## src/rtl/xor_crc.sv

```systemverilog
// xor_crc: bit-serial Galois-LFSR CRC folding DATA_W-bit words into a CRC_W-bit remainder.
// Latency: DATA_W cycles per accepted word; crc_valid strobes the cycle after the last word's final bit.
// Backpressure: in_ready only in IDLE (1 word per DATA_W+1 cycles), no buffering. XOR_CRC_REFLECT_EN: LSB-first, reflected crc_out.
module xor_crc #(
    parameter int               DATA_W = 8,
    parameter int               CRC_W  = 16,
    parameter logic [CRC_W-1:0] POLY   = 16'h1021,
    parameter logic [CRC_W-1:0] INIT   = 16'hFFFF
) (
    input  logic              clk,
    input  logic              reset,
    input  logic              clear,
    input  logic              in_valid,
    output logic              in_ready,
    input  logic [DATA_W-1:0] in_data,
    input  logic              in_last,
    output logic              busy,
    output logic [CRC_W-1:0]  crc_out,
    output logic              crc_valid
);

    localparam int              CNT_W   = (DATA_W > 1) ? $clog2(DATA_W) : 1;
    localparam logic [CNT_W-1:0] CNT_TOP = CNT_W'(DATA_W - 1);

    typedef enum logic [1:0] {
        IDLE  = 2'd0,
        SHIFT = 2'd1,
        DONE  = 2'd2
    } state_t;

    state_t            state, state_nxt;
    logic [CRC_W-1:0]  crc, crc_nxt;
    logic [DATA_W-1:0] sh, sh_nxt;
    logic [CNT_W-1:0]  cnt, cnt_nxt;
    logic              last, last_nxt;
    logic [DATA_W-1:0] cap_dat;
    logic              fb;
    logic              xfer;

    assign in_ready  = (state == IDLE);
    assign busy      = (state == SHIFT) || (state == DONE);
    assign crc_valid = (state == DONE);

    // clear wins over a coincident handshake
    assign xfer = in_valid && in_ready && !clear;
    assign fb   = crc[CRC_W-1] ^ sh[DATA_W-1];

`ifdef XOR_CRC_REFLECT_EN
    always_comb begin
        cap_dat = '0;
        for (int i = 0; i < DATA_W; i++) begin
            cap_dat[i] = in_data[DATA_W-1-i];
        end
    end

    always_comb begin
        crc_out = '0;
        for (int i = 0; i < CRC_W; i++) begin
            crc_out[i] = crc[CRC_W-1-i];
        end
    end
`else
    assign cap_dat = in_data;
    assign crc_out = crc;
`endif

    always_comb begin
        state_nxt = state;
        crc_nxt   = crc;
        sh_nxt    = sh;
        cnt_nxt   = cnt;
        last_nxt  = last;
        if (clear) begin
            state_nxt = IDLE;
            crc_nxt   = INIT;
        end else begin
            case (state)
                IDLE: begin
                    if (xfer) begin
                        sh_nxt    = cap_dat;
                        last_nxt  = in_last;
                        cnt_nxt   = CNT_TOP;
                        state_nxt = SHIFT;
                    end
                end
                SHIFT: begin
                    crc_nxt = {crc[CRC_W-2:0], 1'b0} ^ (fb ? POLY : '0);
                    sh_nxt  = sh << 1;
                    if (cnt == '0) begin
                        state_nxt = last ? DONE : IDLE;
                    end else begin
                        cnt_nxt = cnt - CNT_W'(1);
                    end
                end
                DONE: begin
                    crc_nxt   = INIT;
                    state_nxt = IDLE;
                end
                default: begin
                    crc_nxt   = INIT;
                    state_nxt = IDLE;
                end
            endcase
        end
    end

    always_ff @(posedge clk) begin
        if (reset) begin
            state <= IDLE;
            crc   <= INIT;
            sh    <= '0;
            cnt   <= '0;
            last  <= 1'b0;
        end else begin
            state <= state_nxt;
            crc   <= crc_nxt;
            sh    <= sh_nxt;
            cnt   <= cnt_nxt;
            last  <= last_nxt;
        end
    end

endmodule
```

## config.mk

```make
export PLATFORM = sky130hd
export DESIGN_NAME = xor_crc
export DESIGN_NICKNAME = d
export VERILOG_FILES = /design/src/rtl/xor_crc.sv
export SDC_FILE = /design/constraint.sdc
export NUM_CORES = 1
export LEC_CHECK = 0
export CAP_MARGIN = 20
export CORE_MARGIN = 8
export CORE_UTILIZATION = 30
export DETAILED_ROUTE_END_ITERATION = 8
export PLACE_DENSITY = 0.57
export SKIP_CTS_REPAIR_TIMING = 1
export SLEW_MARGIN = 10
export SYNTH_ARGS = -nofsm -noshare
export SYNTH_HDL_FRONTEND = slang
export SYNTH_SLANG_ARGS = --single-unit
```

## constraint.sdc

```tcl
create_clock -name clk -period 2.3 [get_ports clk]
set_input_delay 0.23 -clock clk [delete_from_list [all_inputs] [get_ports clk]]
set_output_delay 0.23 -clock clk [all_outputs]
set_load 0.02 [all_outputs]
```

==> flow_metrics.py <==
metrics = {
    "run_status": {
        "status": "completed",
    },
    "critical_path": {
        "crit_required_ps": 2070,
        "cp.arrival_ps": 1880,
        "critPathMaxFanout": 13,
        "cp-start-kind": "flop",
        "worstSetupPathType": "flop to output pin",
        "cp-end-kind": "output pin",
        "r2r_cells": 6,
    },
    "logic_synthesis": {
        "async_flop_share": 0,
        "synth_cell_types": 32,
        "syn_nets": 187,
        "synthCells": 168,
        "seq_area_frac_synth": 0.418,
        "synth_edf_count": 0,
        "ys_ff_latch": 30,
        "avgSynthCellArea_sq_um": 8.55,
        "ys.flop_type": "dfxtp_1",
        "yosysWarnings": 0,
        "synthesis.area_sq_um": 1440,
    },
    "sta": {
        "period_needed_ps": 2110,
        "finalSetupTns_ps": 0,
        "hold_ws_ps": 478,
        "slew_headroom": 0.676,
        "skew_ps": 1.76,
        "worst_pin_slew_ps": 485,
        "max_freq_ghz": 0.475,
        "setup_viol": 0,
        "hold_viol_final": 0,
        "slew_violations": 0,
        "period_share": 0.916,
        "rsz0062_at_grt": "false",
        "fin_ws_ps": 194,
    },
    "grt": {
        "antenna_found_initial": 0,
        "grt_pass1_wl_um": 5880,
        "track_usage": 0.103,
        "grt_remaining_overflow": 0,
        "grt_max_degree": 18,
        "first_global_vias": 1178,
    },
    "route": {
        "routedLengthMet1_um": 1720,
        "wl_met3_um": 134,
        "vias": 1220,
        "routedWlPerCell_um": 13.2,
        "routed_wl_um": 3390,
        "final_antenna_net_count": 0,
        "drtIter0Drc": 73,
        "routed.top_layer": "met4",
        "dr_wl_met2_um": 1430,
        "drcViolationCount": 0,
        "vias_per_cell": 4.75,
        "firstDrtPassIters": 4,
    },
    "power": {
        "p_switching_mw": 0.292,
        "power.internal_mw": 0.848,
        "p_comb_frac": 0.131,
        "clockPowerShare": 0.389,
        "ir_drop_uv": 277,
        "leakagePower_nw": 0.717,
        "power_density_nw_per_um2": 602,
        "swShare": 0.256,
        "finalPower_mw": 1.14,
        "power_frac_seq": 0.480,
    },
    "place": {
        "dp.final_hpwl_um": 2420,
        "gp_congestion": 0.750,
        "pre_cts_ws_ps": 406,
        "io_buffers": 31,
    },
    "cells_and_area": {
        "antenna_cells": 0,
        "area_growth_pct": 31.8,
        "nets": 221,
        "drive_gt1_frac": 0.0887,
    },
    "cts": {
        "htree_levels": 2,
        "clk_pin_slew_ps": 60,
        "cts_buffers": 5,
        "clock-sinks": 30,
        "clock_latency_ps": 280,
        "cts_max_path_buffers": 2,
        "clockRootBuffer": "clkbuf_8",
        "cts_tree": "done",
    },
    "floorplan": {
        "core_area_sq_um": 4660,
        "die_height_um": 85.2,
        "rows": 25,
        "die-area_sq_um": 7260,
        "die_width_um": 85.2,
        "io_pins": 32,
        "initial_core_util": 0.308,
    },
    "hold_path": {
        "hold_class": "flop to flop",
        "whs_path_depth": 2,
    },
    "job": {
        "cap_violations": 0,
    },
}
## final timing paths
| path | from | end | slack, ps |
|---|---|---|---|
| setup / recovery | state[1] | in_ready | 190 |
| hold / removal | sh[0] | sh[0] | 480 |
| setup reg to reg | state[1] | sh[4] | 420 |
| hold reg to reg | sh[0] | sh[0] | 480 |
## layout by cell type, fill, tap and decap left out, types with 4 or more instances in the layout
cell type / synthesis / final
a211oi_1: 8 / 8
a21oi_1: 4 / 4
buf_4: 0 / 6
clkbuf_8: 0 / 6
clkdlybuf4s50_1: 0 / 31
dfxtp_1: 30 / 30
ha_1: 6 / 6
inv_1: 8 / 8
mux2i_1: 7 / 7
nand2_1: 26 / 26
nor2_1: 26 / 26
o21ai_0: 15 / 15
## cell families (layout without fill, tap and decap cells)
kind of cell    Yosys count  after routing  synth area share
fa+ha+maj                 6              6            0.0523
xor+xnor                  3              3            0.0183
simple gates             67             67             0.219
mux                       7              7            0.0488
flops                    30             30             0.418
buf+inv                  18             53            0.0610
compound gates           37             37             0.183
## layout make-up
class | instances | area, sq um
fillers | 474 | 2770
clock inverters | 1 | 5.00
multi-input cells | 120 | 748
inverters | 8 | 30.0
well taps | 54 | 67.6
flip-flops and latches | 30 | 601
repair buffers | 37 | 355
clock buffers | 7 | 86.3
## metrics by stage
step / std cells / util / instance area (sq um)
after floorplan: 168 / - / 1440
after global placement: 249 / 0.387 / 1800
after detailed placement: 249 / 0.387 / 1800
after CTS: 257 / 0.406 / 1890
after global routing: 257 / 0.406 / 1890
final: 257 / 0.406 / 1890
## worst max-delay path, cell delays in order (launching register included)
cell and delay, ps:
dfxtp_1 310, inv_1 120, ha_1 460, clkdlybuf4s50_1 700
## cells in the mapped netlist, types with 2 or more instances
| library cell | instances | area, sq um |
|---|---|---|
| dfxtp_1 | 30 | 601 |
| buf_2 | 4 | 20.0 |
| clkbuf_1 | 4 | 15.0 |
| xnor2_1 | 2 | 17.5 |
| a211oi_1 | 8 | 60.1 |
| nor3_1 | 2 | 10.0 |
| nor4_1 | 2 | 12.5 |
| nand2_1 | 26 | 97.6 |
| mux2i_1 | 7 | 70.1 |
| buf_6 | 2 | 22.5 |
| a32oi_1 | 2 | 17.5 |
| inv_1 | 8 | 30.0 |
| and3_1 | 2 | 12.5 |
| a21oi_1 | 4 | 20.0 |
| nor2b_4 | 2 | 27.5 |
| nor2_1 | 26 | 97.6 |
| ha_1 | 6 | 75.1 |
| a21o_1 | 2 | 15.0 |
| nand2b_1 | 2 | 12.5 |
| o21ai_0 | 15 | 75.1 |
## flip-flops by register name, summed over array words and instances, names as in the netlist
| signal | cells |
|---|---|
| last | 1 |
| cnt | 3 |
| state | 2 |
| crc_out | 16 |
| sh | 8 |
## power groups by stage
stage | clock network, mW | logic [mW] | registers [mW]
floorplan | 0 | 0.103 | 0.556
global placement | 0 | 0.151 | 0.558
detailed placement | 0 | 0.151 | 0.558
CTS | 0.458 | 0.152 | 0.547
global route | 0.489 | 0.168 | 0.549
finish | 0.443 | 0.150 | 0.547
## routing by layer
layer / up-vias / global-route usage
met5: - / 0
met4: 0 / 0.0728
met3: 8 / 0.0309
met2: 25 / 0.149
met1: 548 / 0.127
li1: 639 / -
Power figures use the tool's default switching activity.
